**config.mk**
```make
export PLATFORM = sky130hd
export DESIGN_NAME = pencere_sirali_kontrol_flat
export DESIGN_NICKNAME = d
export VERILOG_FILES = /design/src/rtl/pencere_sirali_kontrol_pkg.sv /design/src/rtl/pencere_sirali_kontrol_if.sv /design/src/rtl/pencere_sirali_kontrol_adres_uret.sv /design/src/rtl/pencere_sirali_kontrol.sv /design/src/flat_wrapper.sv
export SDC_FILE = /design/constraint.sdc
export NUM_CORES = 1
export LEC_CHECK = 0
export ABC_AREA = 1
export CORE_MARGIN = 2
export CORE_UTILIZATION = 56
export CTS_CLUSTER_DIAMETER = 40
export DETAILED_ROUTE_END_ITERATION = 10
export PLACE_DENSITY = 0.87
export SETUP_SLACK_MARGIN = 0.05
export SLEW_MARGIN = 15
export SYNTH_ARGS = -nofsm -noshare
export SYNTH_HDL_FRONTEND = slang
export SYNTH_SLANG_ARGS = --single-unit
```
**constraint.sdc**
```tcl
create_clock -name clk_i -period 4.6 [get_ports clk_i]
set_input_delay 0.69 -clock clk_i [delete_from_list [all_inputs] [get_ports clk_i]]
set_output_delay 0.69 -clock clk_i [all_outputs]
set_load 0.01 [all_outputs]
```
**src/rtl/pencere_sirali_kontrol_pkg.sv**
```systemverilog
// rtl/pencere_sirali_kontrol_pkg.sv - shared states and 3x3 tap offset tables
package pencere_pkg;

    typedef enum logic [2:0] {
        IDLE,
        FETCH,
        ISSUE,
        WAIT,
        WRITE,
        NEXT,
        DONE
    } durum_t;

    localparam int TAP_SAYISI = 9;

    // Row-major 3x3 offsets; tap 4 is the centre pixel.
    localparam logic signed [1:0] TAP_DX [TAP_SAYISI] = '{
        -2'sd1, 2'sd0, 2'sd1,
        -2'sd1, 2'sd0, 2'sd1,
        -2'sd1, 2'sd0, 2'sd1
    };
    localparam logic signed [1:0] TAP_DY [TAP_SAYISI] = '{
        -2'sd1, -2'sd1, -2'sd1,
         2'sd0,  2'sd0,  2'sd0,
         2'sd1,  2'sd1,  2'sd1
    };

endpackage

```
**src/rtl/pencere_sirali_kontrol_if.sv**
```systemverilog
// rtl/pencere_sirali_kontrol_if.sv - frame RAM, output RAM and kernel handshake bundle
interface pencere_sirali_kontrol_if #(
    parameter int ADDR_W = 17,
    parameter int PIX_W  = 8
);
    logic                 rd_en_o;
    logic [ADDR_W-1:0]    rd_addr_o;
    logic [PIX_W-1:0]     rd_data_i;
    logic [9*PIX_W-1:0]   pencere_o;
    logic                 pencere_valid_o;
    logic                 pencere_ready_i;
    logic                 sonuc_valid_i;
    logic [PIX_W-1:0]     sonuc_i;
    logic                 wr_en_o;
    logic [ADDR_W-1:0]    wr_addr_o;
    logic [PIX_W-1:0]     wr_data_o;

    modport master (
        output rd_en_o, rd_addr_o, pencere_o, pencere_valid_o,
               wr_en_o, wr_addr_o, wr_data_o,
        input  rd_data_i, pencere_ready_i, sonuc_valid_i, sonuc_i
    );

    modport slave (
        input  rd_en_o, rd_addr_o, pencere_o, pencere_valid_o,
               wr_en_o, wr_addr_o, wr_data_o,
        output rd_data_i, pencere_ready_i, sonuc_valid_i, sonuc_i
    );
endinterface

```
**src/rtl/pencere_sirali_kontrol_adres_uret.sv**
```systemverilog
// rtl/pencere_sirali_kontrol_adres_uret.sv - neighbour address and in-frame test for one tap
module pencere_adres_uret
    import pencere_pkg::*;
#(
    parameter int IMG_W  = 320,
    parameter int IMG_H  = 240,
    parameter int ADDR_W = 17
) (
    input  logic [ADDR_W-1:0] x_i,
    input  logic [ADDR_W-1:0] y_i,
    input  logic [ADDR_W-1:0] satir_taban_i,
    input  logic [3:0]        k_i,
    output logic [ADDR_W-1:0] adr_o,
    output logic              ici_o
);
    localparam logic [ADDR_W-1:0] W_A   = ADDR_W'(IMG_W);
    localparam logic [ADDR_W-1:0] SON_X = ADDR_W'(IMG_W - 1);
    localparam logic [ADDR_W-1:0] SON_Y = ADDR_W'(IMG_H - 1);

    logic signed [1:0]  dx;
    logic signed [1:0]  dy;
    logic [ADDR_W-1:0]  satir;
    logic [ADDR_W-1:0]  adr;
    logic               ici;

    // Out-of-frame taps may underflow/overflow here; they are masked by ici.
    always_comb begin
        dx    = TAP_DX[k_i];
        dy    = TAP_DY[k_i];
        ici   = 1'b1;
        satir = satir_taban_i;
        if (dy == -2'sd1) begin
            ici   = ici & (y_i != '0);
            satir = satir_taban_i - W_A;
        end else if (dy == 2'sd1) begin
            ici   = ici & (y_i != SON_Y);
            satir = satir_taban_i + W_A;
        end
        adr = satir + x_i;
        if (dx == -2'sd1) begin
            ici = ici & (x_i != '0);
            adr = satir + x_i - ADDR_W'(1);
        end else if (dx == 2'sd1) begin
            ici = ici & (x_i != SON_X);
            adr = satir + x_i + ADDR_W'(1);
        end
        adr_o = ici ? adr : '0;
        ici_o = ici;
    end
endmodule

```
**src/rtl/pencere_sirali_kontrol.sv**
```systemverilog
// rtl/pencere_sirali_kontrol.sv - raster sequencer feeding padded 3x3 windows to a kernel unit
module pencere_sirali_kontrol
    import pencere_pkg::*;
#(
    parameter int              IMG_W   = 320,
    parameter int              IMG_H   = 240,
    parameter int              ADDR_W  = 17,
    parameter int              PIX_W   = 8,
    parameter logic [PIX_W-1:0] PAD_VAL = '0
) (
    input  logic clk_i,
    input  logic rst_i,
    input  logic start_i,
    output logic busy_o,
    output logic done_o,
    pencere_sirali_kontrol_if.master bus
);
    localparam logic [ADDR_W-1:0] W_A   = ADDR_W'(IMG_W);
    localparam logic [ADDR_W-1:0] SON_X = ADDR_W'(IMG_W - 1);
    localparam logic [ADDR_W-1:0] SON_Y = ADDR_W'(IMG_H - 1);

    durum_t                        durum;
    logic [ADDR_W-1:0]             x;
    logic [ADDR_W-1:0]             y;
    logic [ADDR_W-1:0]             satir_taban;
    logic [3:0]                    c;
    logic [3:0]                    k;
    logic [3:0]                    c_onceki;
    logic [TAP_SAYISI-1:0]         pad;
    logic [TAP_SAYISI*PIX_W-1:0]   pencere;
    logic                          pencere_valid;
    logic                          wr_en;
    logic [ADDR_W-1:0]             wr_addr;
    logic [PIX_W-1:0]              wr_data;
    logic [ADDR_W-1:0]             adr;
    logic                          ici;
    logic                          rd_en;

    assign k        = (c < 4'd9) ? c : 4'd0;
    assign c_onceki = c - 4'd1;

    pencere_adres_uret #(
        .IMG_W  (IMG_W),
        .IMG_H  (IMG_H),
        .ADDR_W (ADDR_W)
    ) u_adres (
        .x_i           (x),
        .y_i           (y),
        .satir_taban_i (satir_taban),
        .k_i           (k),
        .adr_o         (adr),
        .ici_o         (ici)
    );

    assign rd_en               = (durum == FETCH) && (c < 4'd9) && ici;
    assign bus.rd_en_o         = rd_en;
    assign bus.rd_addr_o       = rd_en ? adr : '0;
    assign bus.pencere_o       = pencere;
    assign bus.pencere_valid_o = pencere_valid;
    assign bus.wr_en_o         = wr_en;
    assign bus.wr_addr_o       = wr_addr;
    assign bus.wr_data_o       = wr_data;

    always_ff @(posedge clk_i) begin
        if (rst_i) begin
            durum         <= IDLE;
            x             <= '0;
            y             <= '0;
            satir_taban   <= '0;
            c             <= '0;
            pad           <= '0;
            pencere       <= '0;
            pencere_valid <= 1'b0;
            wr_en         <= 1'b0;
            wr_addr       <= '0;
            wr_data       <= '0;
            busy_o        <= 1'b0;
            done_o        <= 1'b0;
        end else begin
            case (durum)
                IDLE: begin
                    if (start_i) begin
                        x           <= '0;
                        y           <= '0;
                        satir_taban <= '0;
                        c           <= '0;
                        busy_o      <= 1'b1;
                        durum       <= FETCH;
                    end
                end
                FETCH: begin
                    // Issue tap c while capturing tap c-1 from last cycle's read.
                    if (c < 4'd9) begin
                        pad[c] <= !ici;
                    end
                    if (c != 4'd0) begin
                        pencere[c_onceki*PIX_W +: PIX_W] <= pad[c_onceki] ? PAD_VAL : bus.rd_data_i;
                    end
                    if (c == 4'd9) begin
                        c             <= '0;
                        pencere_valid <= 1'b1;
                        durum         <= ISSUE;
                    end else begin
                        c <= c + 4'd1;
                    end
                end
                ISSUE: begin
                    if (bus.pencere_ready_i) begin
                        pencere_valid <= 1'b0;
                        durum         <= WAIT;
                    end
                end
                WAIT: begin
                    if (bus.sonuc_valid_i) begin
                        wr_en   <= 1'b1;
                        wr_addr <= satir_taban + x;
                        wr_data <= bus.sonuc_i;
                        durum   <= WRITE;
                    end
                end
                WRITE: begin
                    wr_en <= 1'b0;
                    durum <= NEXT;
                end
                NEXT: begin
                    if (x == SON_X && y == SON_Y) begin
                        busy_o <= 1'b0;
                        done_o <= 1'b1;
                        durum  <= DONE;
                    end else begin
                        if (x == SON_X) begin
                            x           <= '0;
                            y           <= y + ADDR_W'(1);
                            satir_taban <= satir_taban + W_A;
                        end else begin
                            x <= x + ADDR_W'(1);
                        end
                        durum <= FETCH;
                    end
                end
                DONE: begin
                    done_o <= 1'b0;
                    durum  <= IDLE;
                end
                default: durum <= IDLE;
            endcase
        end
    end
endmodule

```
**src/flat_wrapper.sv**
```systemverilog
// flat-port wrapper written by rule: the top's interface ports become plain ports
module pencere_sirali_kontrol_flat import pencere_pkg::*;
#(
    parameter int              IMG_W   = 320,
    parameter int              IMG_H   = 240,
    parameter int              ADDR_W  = 17,
    parameter int              PIX_W   = 8,
    parameter logic [PIX_W-1:0] PAD_VAL = '0
)
  (clk_i, rst_i, start_i, busy_o, done_o, bus_rd_en_o, bus_rd_addr_o, bus_pencere_o, bus_pencere_valid_o, bus_wr_en_o, bus_wr_addr_o, bus_wr_data_o, bus_rd_data_i, bus_pencere_ready_i, bus_sonuc_valid_i, bus_sonuc_i);
  pencere_sirali_kontrol_if #(.ADDR_W(ADDR_W), .PIX_W(PIX_W)) bus_i ();
  input  logic clk_i;
  input  logic rst_i;
  input  logic start_i;
  output logic busy_o;
  output logic done_o;
  output wire logic [$bits(bus_i.rd_en_o)-1:0] bus_rd_en_o;
  output wire logic [$bits(bus_i.rd_addr_o)-1:0] bus_rd_addr_o;
  output wire logic [$bits(bus_i.pencere_o)-1:0] bus_pencere_o;
  output wire logic [$bits(bus_i.pencere_valid_o)-1:0] bus_pencere_valid_o;
  output wire logic [$bits(bus_i.wr_en_o)-1:0] bus_wr_en_o;
  output wire logic [$bits(bus_i.wr_addr_o)-1:0] bus_wr_addr_o;
  output wire logic [$bits(bus_i.wr_data_o)-1:0] bus_wr_data_o;
  input wire logic [$bits(bus_i.rd_data_i)-1:0] bus_rd_data_i;
  input wire logic [$bits(bus_i.pencere_ready_i)-1:0] bus_pencere_ready_i;
  input wire logic [$bits(bus_i.sonuc_valid_i)-1:0] bus_sonuc_valid_i;
  input wire logic [$bits(bus_i.sonuc_i)-1:0] bus_sonuc_i;
  assign bus_rd_en_o = bus_i.rd_en_o;
  assign bus_rd_addr_o = bus_i.rd_addr_o;
  assign bus_pencere_o = bus_i.pencere_o;
  assign bus_pencere_valid_o = bus_i.pencere_valid_o;
  assign bus_wr_en_o = bus_i.wr_en_o;
  assign bus_wr_addr_o = bus_i.wr_addr_o;
  assign bus_wr_data_o = bus_i.wr_data_o;
  assign bus_i.rd_data_i = bus_rd_data_i;
  assign bus_i.pencere_ready_i = bus_pencere_ready_i;
  assign bus_i.sonuc_valid_i = bus_sonuc_valid_i;
  assign bus_i.sonuc_i = bus_sonuc_i;
  pencere_sirali_kontrol #(.IMG_W(IMG_W), .IMG_H(IMG_H), .ADDR_W(ADDR_W), .PIX_W(PIX_W), .PAD_VAL(PAD_VAL)) u_core (.clk_i(clk_i), .rst_i(rst_i), .start_i(start_i), .busy_o(busy_o), .done_o(done_o), .bus(bus_i));
endmodule
```
Word-level counts from Yosys, hierarchy flattened
Memories as Yosys holds them, arrays and structs flattened.
Index checks and enable logic that the tools add are counted.
Widths: inputs -> output; s select.
{ "word_totals": {"register_bits": 168, "mem_bits_ro": 64, "in_bits": 21, "output_inout_bits": 119, "word_cells": 134, "n_memories": 2} }
{ "mem_list": {"columns": ["memory", "words", "word_bits", "read_ports", "rd_clocked_by_memory_dff", "write_ports", "line_no", "text"], "rows": [
  ["(name not given)", 16, 2, 1, 0, 0, "pencere_sirali_kontrol_adres_uret.sv:29", "dy = TAP_DY[k_i];"],
  ["(name not given)", 16, 2, 1, 0, 0, "pencere_sirali_kontrol_adres_uret.sv:28", "dx = TAP_DX[k_i];"]
]} }
{ "classes": {"add_sub_neg": 11, "order_cmp": 5, "n_eq_ne": 22, "shifts": 2, "muxes": 51, "bitwise": 3, "n_reduce_logical": 25} }
{ "op_table": {"columns": ["operator", "n"], "rows": [
  ["$mux 17", 13],
  ["$pmux 17 s2", 3],
  ["$bwmux 72", 1],
  ["$shift 8x34->72 const A", 1],
  ["$shiftx 8x34->72", 1],
  ["$add 17x1->17 const B", 3],
  ["$add 17x17->17", 2],
  ["$neg 7->34", 1],
  ["$reduce_bool 17->1", 2],
  ["$pmux 3 s6", 1],
  ["$add 17x9->17 const B", 1],
  ["$eq 17x8->1 const B", 1],
  ["$eq 17x9->1 const B", 1],
  ["$ne 17x8->1 const B", 1],
  ["$ne 17x9->1 const B", 1],
  ["$sub 17x1->17 const B", 1],
  ["$sub 17x9->17 const B", 1],
  ["$mux 3", 5],
  ["$mux 1", 12],
  ["$mux 4", 3],
  ["$reduce_and 2->1", 6],
  ["$lt 4x5->1 const B", 2],
  ["$ne 2x2->1 const B", 5],
  ["$reduce_bool 2->1", 5],
  ["27 further kinds", 46]
]} }

Logic depth before layout (Yosys ltp)
Gate-level depths: netlist (run 1).
{ "logic_depth": {"word_depth": 15, "depth_mapped": 31, "ltp_nobuf": 30} }

Hierarchy
A second synthesis (run 1) with hierarchy kept.
{ "unflattened": {"hier_cells": 1646, "hier_area_um2": 10804.1} }
{ "modules_own_cells": {"columns": ["module", "instances", "cells_per_inst", "area_each_um2", "seq_area_each_um2"], "rows": [
  ["pencere_sirali_kontrol", 1, 1196, 8386.8, 3243.1],
  ["pencere_adres_uret", 1, 450, 2417.3, 0.0]
]} }

Worst setup path before layout (run 1)
No wires, ideal clock.
{ "synth_timing": {"path_type": "reg-to-output", "start": "reg u_core.c[0]", "end": "out bus_rd_addr_o[15]", "arrival_time_ps": 3563, "required_ps": 3910, "slack_ps": 347, "stages_incl_launch_ff": 29, "n_path_buf": 1, "path_cell_list": "dfxtp_1 -> buf_4 -> inv_2 -> ha_1 -> nand2_2 -> nand2_1 -> inv_2 -> nor2_1 -> ha_1 -> nor2_2 -> nand2_2 -> inv_1 -> o21ai_0 -> nor2_1 -> a31oi_1 -> ha_1 -> a21oi_1 -> nor2_1 -> nor2_1 -> nand2_1 -> nand2_1 -> nand2_1 -> o21ai_0 -> nand2_1 -> inv_1 -> nand2_1 -> nand2_1 -> nand2_1 -> nor2_1"} }
{ "synth_via": {"elab_chain_cells": 15, "elab_cells_between_ends": 30, "cone_classes": "add/sub (3); order compare (1); eq/ne (4); mux (15); bitwise (3); reduce/logical (2); memory (2)"} }
{ "synth_lines": {"columns": ["item", "line_no", "text"], "rows": [
  ["start: declaration", "pencere_sirali_kontrol.sv:26", "logic [3:0] c;"],
  ["start signal: assignment", "pencere_sirali_kontrol.sv:104", "c <= c + 4'd1;"],
  ["$lt 4x4->1", "pencere_sirali_kontrol.sv:39, pencere_sirali_kontrol.sv:55", null],
  ["$mux 4", "pencere_sirali_kontrol.sv:39", "assign k = (c < 4'd9) ? c : 4'd0;"],
  ["$not 4->5 (implied by the code)", "pencere_sirali_kontrol_adres_uret.sv:28, pencere_sirali_kontrol_adres_uret.sv:29", null],
  ["$mem_v2 16x2", null, null],
  ["$mux 2 (implied by the code) (2 in a row)", "pencere_sirali_kontrol_adres_uret.sv:29", null],
  ["$eq 2x2->1", "pencere_sirali_kontrol_adres_uret.sv:35", "end else if (dy == 2'sd1) begin"],
  ["$mux 17", "pencere_sirali_kontrol_adres_uret.sv:35", null],
  ["$mux 17", "pencere_sirali_kontrol_adres_uret.sv:32", "if (dy == -2'sd1) begin"],
  ["$add 17x17->17", "pencere_sirali_kontrol_adres_uret.sv:39, pencere_sirali_kontrol_adres_uret.sv:42, pencere_sirali_kontrol_adres_uret.sv:45", null],
  ["$add 17x1->17", "pencere_sirali_kontrol_adres_uret.sv:45", "adr = satir + x_i + ADDR_W'(1);"],
  ["$mux 17", "pencere_sirali_kontrol_adres_uret.sv:43", "end else if (dx == 2'sd1) begin"],
  ["$mux 17", "pencere_sirali_kontrol_adres_uret.sv:40", "if (dx == -2'sd1) begin"],
  ["$mux 17", "pencere_sirali_kontrol_adres_uret.sv:47", "adr_o = ici ? adr : '0;"],
  ["$mux 17 (*)", "pencere_sirali_kontrol.sv:57", "assign bus.rd_addr_o = rd_en ? adr : '0;"],
  ["end: declaration", "flat_wrapper.sv:18", "output wire logic [$bits(bus_i.rd_addr_o)-1:0] bus_rd_addr_o;"]
]} }
Every way passes the cells marked *; elsewhere a longest branch is shown, timed or not. The select of a mux whose other input is x is not followed.

Worst setup path after layout (run 1)
Ends and elaborated chain as after synthesis.

==> key figures, run 1 <==
Pwr
  • Net switching component of the power: between 0.002 and 0.0025 W
  • Switching Fraction: 40.4%
  • Power share of the clock group: 30.7%
  • Pint: 0.00300 W
  • Max VDD drop: 0.369 mV
  • Power per cell area: 403 nW/um^2
  • Relative contribution of combinational cells to total power: between 30% and 40%
  • Sequential cell fraction of total power: 30.5%
  • Leakage: 5.19 nW

Global routing
  • Vias in the first global route: 9,446
  • Maximum number of pins on one net before global-route repair: 67
  • Global route overflow: 0
  • Wire length of the first global-routing pass: between 40 and 50 mm
  • GRT Util Overall: 29.8%
  • Number of antenna violations at the first check in global routing: 0

Yosys
  • Post-synthesis cell area: slightly below 10,000 sq um
  • Portion of synthesized cell area occupied by the leading cell type: 32.8%
  • Synth cell types: 62
  • Post-synthesis net count: ~1,500
  • Share of synthesized cell area in and, or, nand and nor gates: a little under a third
  • Post-synth top flop: sky130_fd_sc_hd__dfxtp_1
  • Number of enable-type register cells in the synthesized netlist: 0
  • Most numerous cell in the Yosys netlist: sky130_fd_sc_hd__nand2_1
  • Count of mapped cells out of synthesis: 1,414
  • Post-synthesis compound-gate area fraction: 17.9%
  • Flip-flop and latch count after synthesis: 162
  • Largest family of logic cells by synthesized area: simple AND/OR/NAND/NOR gates
  • Per-instance average area after synthesis: about 7 sq um
  • Xor/xnor cell area share of the yosys netlist: 3.47%
  • Ranking of synthesized cells by area: sky130_fd_sc_hd__dfxtp_1 33%, sky130_fd_sc_hd__nand2_1 11%, sky130_fd_sc_hd__a21oi_1 8.1%
  • Ys async rst share: 0%
  • Register area share after synthesis: 32.8%
  • Most used standard cells in the synthesized netlist: 287 x sky130_fd_sc_hd__nand2_1, 162 x sky130_fd_sc_hd__dfxtp_1, 161 x sky130_fd_sc_hd__a21oi_1
  • Post-synthesis cell type with the largest combined area: sky130_fd_sc_hd__dfxtp_1
  • Fraction of synthesized area in multiplexers: 0.101%
  • Adder-cell share of the synthesized area: 4.81%
  • Yosys warns: 0

CTS
  • Number of buffers added by the clock tree synthesis step: 17
  • Clock transition at the registers of the reported paths: 0.07 ns
  • Root Buffer Master: sky130_fd_sc_hd__clkbuf_16
  • CTS sink cnt: 162
  • H-tree levels: 4
  • Clock latency on the worst-skew pair: 0.44 ns
  • TritonCTS clock tree: done
  • CTS max path bufs: 2
  • Number of hold buffers added after cts: 0

STA
  • Post-route setup TNS: 0 ns
  • Slew Limit Headroom: 48.6%
  • Max-slew violations: 0
  • Count of final setup violators: 0
  • Shortest period the worst path allows: around 4.4 ns
  • Final number of hold-violating endpoints: 0
  • Timing-limited maximum frequency: 0.225 GHz
  • Setup repair after global routing missed its margin: yes
  • Final critical-path share of the clock period: 96.7%
  • Transition time at the pin with the least slew margin: between 0.7 and 0.8 ns
  • Skew final: between 0.008 and 0.009 ns

Worst hold path
  • Min-delay worst type: reg2reg
  • Worst min-delay path startpoint: u_core.bus.wr_data_o[0]$_SDFFE_PP0P_
  • Worst hold stages: 2

Die
  • Placeable core region: 17,300 sq um
  • Die footprint: 18,700 sq um
  • Die span in x: 137 um
  • Count of pins on the block boundary: 140
  • Initial standard-cell utilization of the core: 57.2%
  • Die height: 137 um
  • Rows: 48

Finish
  • Area overhead of the layout relative to synthesis: 26.1%
  • Non-filler instance count after layout: 1,803
  • Fraction of final layout cells with drive strength greater than 1: 17.0%
  • Fill cell count: 1,318
  • Register area: about 3200 sq um
  • Total area of multi-input combinational cells: about 6000 sq um
  • Core utilization of the finished layout: between 70% and 80%
  • Final #Nets: approximately 1,600
  • Number of inserted diodes: 0

Critical path
  • Category of the critical setup timing path: reg2out
  • R2R Path Start: u_core.c[0]$_SDFFE_PP0P_
  • Endpoint type of the worst setup path: output port
  • Arr. time, crit path: 3.76 ns
  • Crit path launch type: register
  • Worst setup startpoint: u_core.c[0]$_SDFFE_PP0P_
  • Highest net fanout along the worst path: 4
  • Max incr delay on CP: 0.33 ns
  • Library cell appearing most often on the critical path: sky130_fd_sc_hd__nand2_2
  • Register-to-Register Path Depth: 12
  • Data required time of the worst path: 3.91 ns
  • Slowest stage cell, crit path: sky130_fd_sc_hd__dfxtp_2

Routing
  • Routed via count: 10,300
  • Number of optimization iterations in the first detailed-route pass: 10
  • Post-route antenna net violation count: 0
  • Average vias per placed instance: between 5 and 6
  • Average detailed-routed wire length per instance: 15.9 um
  • WL final: 28.6 mm
  • DRC violations left: 0
  • Violation count after the first detailed-routing iteration: 863

Placed design
  • Gpl congestion: around 0.96
  • Buffers added on ports: approximately 140
  • DP Cell Count: 1,751
  • Total half-perimeter wirelength after legalization and detailed placement: between 15 and 20 mm

Job
  • Max-capacitance violation count: 0

Outcome
  • Status: complete, no violations
==> power groups by stage <==
stage	combinational (W)	sequential (W)	clock, W
floorplan	0.00131	0.00156	0
global placement	0.00167	0.00156	0
detailed placement	0.00171	0.00156	0
CTS	0.00177	0.00153	0.00155
global route	0.00213	0.00154	0.00161
finish	0.00195	0.00154	0.00154
==> worst max-delay path, delay by kind of cell (launching register included) <==
kind                     cells  cell delay [ns]
XOR/XNOR                     1             0.25
adder cells (fa/ha/maj)      3             0.59
AND/OR/NAND/NOR             19             1.75
buffers and inverters        4             0.40
flip-flops                   1             0.33
==> layout make-up <==
cell class	instances	share of cell area, %
Clock buffer	17	3.41
Tap cell	225	2.26
Inverter	172	5.28
Sequential cell	162	26.0
Multi-Input combinational cell	1034	47.9
Timing Repair Buffer	178	13.4
Clock inverter	15	1.72
==> what timing repair did <==
action / 4_1_cts / 5_1_grt
setup buffers: 3 / 16
endpoints found under the setup margin: 9 / 17
gates cloned: 0 / 1
resized for setup: 39 / 65
pin swaps: 8 / 35
==> per-stage QoR <==
step / instance area (sq um) / hold WS [ns] / total power, W / setup slack (ns)
global placement: 11400 / 0.453 / 0.00322 / 0.175
detailed placement: 11400 / 0.456 / 0.00327 / -0.0218
global route: 12500 / 0.483 / 0.00528 / -0.117
finish: 12500 / 0.461 / 0.00503 / 0.153
CTS: 12200 / 0.467 / 0.00485 / 0.0385
floorplan: 9890 / 0.457 / 0.00287 / 0.347
==> sequential cells by signal (all words and copies together), names as in the netlist <==
name,count
u_core.durum,3
u_core.bus.wr_addr_o,17
u_core.y,17
u_core.satir_taban,11
u_core.c,4
u_core.pad,9
u_core.busy_o,1
u_core.x,17
u_core.bus.wr_en_o,1
u_core.bus.pencere_o,72
u_core.done_o,1
u_core.bus.wr_data_o,8
u_core.bus.pencere_valid_o,1
==> worst paths after layout <==
check	end	slack (ns)
min reg2reg	u_core.bus.wr_data_o[0]$_SDFFE_PP0P_	0.46
max reg2reg	u_core.bus.pencere_o[23]$_SDFFE_PP0P_	1.71
max	bus_rd_addr_o[15]	0.15
min	u_core.bus.wr_data_o[0]$_SDFFE_PP0P_	0.46
==> cells by family after synthesis <==
logic type / Yosys count
fa+ha+maj: 38
simple gates: 639
xor+xnor: 37
buf+inv: 218
compound gates: 319
flops: 162
mux: 1
==> placed cells by master, fill, tap and decap left out, types with 4 or more instances in the layout <==
cell type,synthesis,final
sky130_fd_sc_hd__a21oi_2,3,7
sky130_fd_sc_hd__inv_4,3,5
sky130_fd_sc_hd__ha_1,38,32
sky130_fd_sc_hd__nor2_1,102,90
sky130_fd_sc_hd__o21ai_1,13,17
sky130_fd_sc_hd__nand2_4,6,8
sky130_fd_sc_hd__nor3_1,26,26
sky130_fd_sc_hd__or2_2,5,5
sky130_fd_sc_hd__nand2_2,19,42
sky130_fd_sc_hd__ha_4,0,5
sky130_fd_sc_hd__nand3_1,106,104
sky130_fd_sc_hd__nor3_2,4,4
sky130_fd_sc_hd__a211oi_2,6,6
sky130_fd_sc_hd__clkdlybuf4s50_1,0,130
sky130_fd_sc_hd__nand2_1,287,262
sky130_fd_sc_hd__o21a_1,6,6
sky130_fd_sc_hd__nand3_2,9,11
sky130_fd_sc_hd__nand3b_1,5,5
sky130_fd_sc_hd__buf_4,6,34
sky130_fd_sc_hd__nor2_2,16,25
sky130_fd_sc_hd__inv_6,0,5
sky130_fd_sc_hd__dfxtp_2,0,4
sky130_fd_sc_hd__xor2_1,28,27
sky130_fd_sc_hd__inv_2,29,32
sky130_fd_sc_hd__clkbuf_16,0,17
sky130_fd_sc_hd__buf_6,4,5
sky130_fd_sc_hd__o21ai_0,100,94
sky130_fd_sc_hd__a21oi_1,161,157
sky130_fd_sc_hd__nor4_1,6,6
sky130_fd_sc_hd__nor2_4,18,21
sky130_fd_sc_hd__xnor2_1,8,8
sky130_fd_sc_hd__dfxtp_1,162,158
sky130_fd_sc_hd__o21bai_1,7,7
sky130_fd_sc_hd__nand4_1,17,17
sky130_fd_sc_hd__inv_1,137,132
==> layer usage <==
| metal | global-route usage (%) | wire length, um | vias up |
|---|---|---|---|
| li1 | - | - | 4978 |
| met1 | 37.0 | 11700 | 4769 |
| met2 | 49.7 | 13700 | 497 |
| met3 | 6.70 | 2240 | 97 |
| met4 | 12.5 | 1010 | 0 |
| met5 | 0 | 0 | - |
No activity file was read; power rests on OpenSTA's default activity.
==> run 2: changes to the inputs <==
--- a/config.mk
+++ b/config.mk
@@ -7,12 +7,14 @@
 export LEC_CHECK = 0
 export ABC_AREA = 1
 export CORE_MARGIN = 2
-export CORE_UTILIZATION = 56
+export CORE_UTILIZATION = 57
+export CTS_BUF_LIST = sky130_fd_sc_hd__clkbuf_2
 export CTS_CLUSTER_DIAMETER = 40
 export DETAILED_ROUTE_END_ITERATION = 10
-export PLACE_DENSITY = 0.87
+export PLACE_DENSITY = 0.88
 export SETUP_SLACK_MARGIN = 0.05
 export SLEW_MARGIN = 15
 export SYNTH_ARGS = -nofsm -noshare
 export SYNTH_HDL_FRONTEND = slang
 export SYNTH_SLANG_ARGS = --single-unit
+export TNS_END_PERCENT = 5
==> run 2 against run 1 <==
Compared with the run above: the run now ends with negative setup slack left; largest power group unchanged; combinational power up 19%; critical path type unchanged; total power fell by 6.9%; count of clock-buffer cells in the layout increased by 1; sequential power about the same; global-route usage increased by 0.76 points; setup slack got worse by 0.47 ns.
==> key figures, run 2 (synthesis gave the netlist of run 1 again) <==
Placed design
  • Total half-perimeter wirelength after legalization and detailed placement: 19.8 mm
  • Post-placement worst setup slack: -0.108 ns
  • Buffers added on ports: 139
  • Gpl congestion: 0.932

Die
  • Rows: 48
  • Initial standard-cell utilization of the core: 57.8%
  • Die footprint: ~18,000 sq um
  • Die span in x: 136 um
  • Placeable core region: 17,100 sq um
  • Count of pins on the block boundary: 140
  • Die height: 136 um

Pwr
  • Max VDD drop: 0.287 mV
  • Net switching component of the power: 0.00216 W
  • Relative contribution of combinational cells to total power: 49.7%
  • Power share of the clock group: 17.2%
  • Sequential cell fraction of total power: roughly a third
  • Pint: around 0.0025 W
  • Leakage: 5.36 nW
  • Power per cell area: 366 nW/um^2
  • Switching Fraction: 46.1%

STA
  • Max-slew violations: 0
  • Shortest period the worst path allows: 4.92 ns
  • Count of final setup violators: 88
  • Final number of hold-violating endpoints: 0
  • Transition time at the pin with the least slew margin: around 0.76 ns
  • Setup repair after global routing missed its margin: yes
  • Skew final: 0.0326 ns
  • Timing-limited maximum frequency: ~0.20 GHz
  • Final critical-path share of the clock period: 107%
  • Final setup slack of the worst path: -0.315 ns
  • Slew Limit Headroom: 49.4%

Finish
  • Fraction of final layout cells with drive strength greater than 1: a little over a fifth
  • Core utilization of the finished layout: 74.8%
  • Most common library cell in the layout ignoring fill and taps: sky130_fd_sc_hd__nand2_1
  • Register area: 3250 sq um
  • Total area of multi-input combinational cells: approximately 6300 sq um
  • Number of flip-flops under the largest register name: 72
  • Top library cells by usage in the layout, fill and taps aside: 248 x sky130_fd_sc_hd__nand2_1, 157 x sky130_fd_sc_hd__dfxtp_1, 155 x sky130_fd_sc_hd__a21oi_1
  • Final #Nets: about 1,700
  • Area overhead of the layout relative to synthesis: 29.3%
  • Fill cell count: 1,223

Global routing
  • Global route overflow: 0
  • Maximum number of pins on one net before global-route repair: 67
  • GRT Util Overall: 30.5%
  • Number of antenna violations at the first check in global routing: 1
  • Vias in the first global route: about 9,700
  • Wire length of the first global-routing pass: 45.3 mm

Outcome
  • Violations in the final reports: negative setup slack
  • Status: finished, violations left

Worst hold path
  • Min-delay worst type: in2reg
  • Worst hold stages: 3
  • Worst min-delay path startpoint: bus_sonuc_i[0]
  • End of the worst hold path: u_core.bus.wr_data_o[0]$_SDFFE_PP0P_

Routing
  • Number of optimization iterations in the first detailed-route pass: 9
  • Violation count after the first detailed-routing iteration: 1,007
  • Average vias per placed instance: 5.88
  • Post-route antenna net violation count: 0
  • DRC violations left: 0
  • WL final: 31.2 mm
  • Routed via count: 10,900
  • Average detailed-routed wire length per instance: ~17 um

CTS
  • Number of buffers added by the clock tree synthesis step: 17
  • CTS sink cnt: 162
  • Clock latency on the worst-skew pair: 0.80 ns
  • Root Buffer Master: sky130_fd_sc_hd__clkbuf_2
  • CTS max path bufs: 2
  • Clock transition at the registers of the reported paths: 0.27 ns
  • Number of hold buffers added after cts: 0
  • TritonCTS clock tree: done
  • H-tree levels: 4

Critical path
  • R2R Path Start: u_core.c[0]$_SDFFE_PP0P_
  • Data required time of the worst path: 3.91 ns
  • Category of the critical setup timing path: reg2out
  • Endpoint type of the worst setup path: output port
  • Crit path launch type: register
  • FF-to-FF setup slack: -0.32 ns
  • Arr. time, crit path: 4.23 ns
  • Critical register-to-register path endpoint: u_core.bus.pencere_o[57]$_SDFFE_PP0P_
  • Highest net fanout along the worst path: 5
  • Register-to-Register Path Depth: 36

Job
  • Max-capacitance violation count: 0
[run 2: metal layers]
metal	share of wire [%]	up-vias	track usage [%]
met5	0	-	0
met4	5.2	0	15.8
met3	8.3	154	6.58
li1	-	5096	-
met1	39	5000	36.5
met2	48	633	51.5
[run 2: cell type report]
cell class	count	share of cell area, %
multi-input cells	1036	49.1
flip-flops and latches	162	25.4
repair buffers	224	16.2
inverters	172	5.22
well taps	225	2.20
clock inverters	14	1.18
clock buffers	18	0.704
diodes	1	0.0196
[run 2: timing repair]
item | 4_1_cts | 5_1_grt
endpoints found under the setup margin | 18 | 90
pin swaps | 41 | 67
gates resized for setup | 105 | 100
gates cloned | 0 | 3
setup buffers | 36 | 24
[run 2: power by group through the flow]
stage,Combinational (W),Clock (W),Sequential (W)
after floorplan,0.00131,0,0.00156
after CTS,0.00198,0.000801,0.00154
after global routing,0.00249,0.000858,0.00156
after detailed placement,0.00172,0,0.00157
final,0.00233,0.000806,0.00155
after global placement,0.00168,0,0.00156
[run 2: how the worst max path moves through the flow]
stage | from | endpoint | slack (ns) | cells after the start
after floorplan | u_core.c[0]$_SDFFE_PP0P_ | bus_rd_addr_o[15] | 0.35 | 28
after global placement | u_core.c[0]$_SDFFE_PP0P_ | bus_rd_addr_o[16] | 0.11 | 26
after detailed placement | u_core.c[0]$_SDFFE_PP0P_ | bus_rd_addr_o[16] | -0.11 | 26
after CTS | u_core.c[1]$_SDFFE_PP0P_ | bus_rd_addr_o[16] | -0.15 | 29
after global routing | u_core.c[0]$_SDFFE_PP0P_ | bus_rd_addr_o[15] | -0.53 | 27
final | u_core.c[0]$_SDFFE_PP0P_ | bus_rd_addr_o[16] | -0.32 | 26
[run 2: metrics by stage]
stage	cell area, sq um	setup TNS, ns	total power [W]	hold slack [ns]	instances
after floorplan	9890	0	0.00287	0.457	1414
after global placement	11500	0	0.00324	0.452	1756
after detailed placement	11500	-0.137	0.00329	0.457	1756
after CTS	12200	-1.94	0.00433	0.370	1824
after global routing	12800	-25.40	0.00490	0.366	1852
final	12800	-15.93	0.00468	0.406	1852
[run 2: worst max-delay path, stage by stage (launching register included)]
cell,delay [ns]
sky130_fd_sc_hd__dfxtp_2,0.39
sky130_fd_sc_hd__inv_2,0.08
sky130_fd_sc_hd__ha_4,0.16
sky130_fd_sc_hd__nand2_4,0.07
sky130_fd_sc_hd__nand2_4,0.08
sky130_fd_sc_hd__inv_4,0.05
sky130_fd_sc_hd__nor2_4,0.13
sky130_fd_sc_hd__ha_4,0.16
sky130_fd_sc_hd__nor2_4,0.05
sky130_fd_sc_hd__nor2_1,0.13
sky130_fd_sc_hd__xor2_1,0.34
sky130_fd_sc_hd__ha_2,0.38
sky130_fd_sc_hd__nand3_2,0.12
sky130_fd_sc_hd__nand2_1,0.11
sky130_fd_sc_hd__nand2_1,0.10
sky130_fd_sc_hd__nand2_2,0.13
sky130_fd_sc_hd__inv_2,0.06
sky130_fd_sc_hd__nor2_2,0.16
sky130_fd_sc_hd__nand3_2,0.10
sky130_fd_sc_hd__nand2_2,0.09
sky130_fd_sc_hd__nand2_2,0.07
sky130_fd_sc_hd__nor2_2,0.10
sky130_fd_sc_hd__nand2_2,0.07
sky130_fd_sc_hd__nand2_1,0.06
sky130_fd_sc_hd__nand2_1,0.05
sky130_fd_sc_hd__nor2_1,0.08
sky130_fd_sc_hd__buf_2,0.13
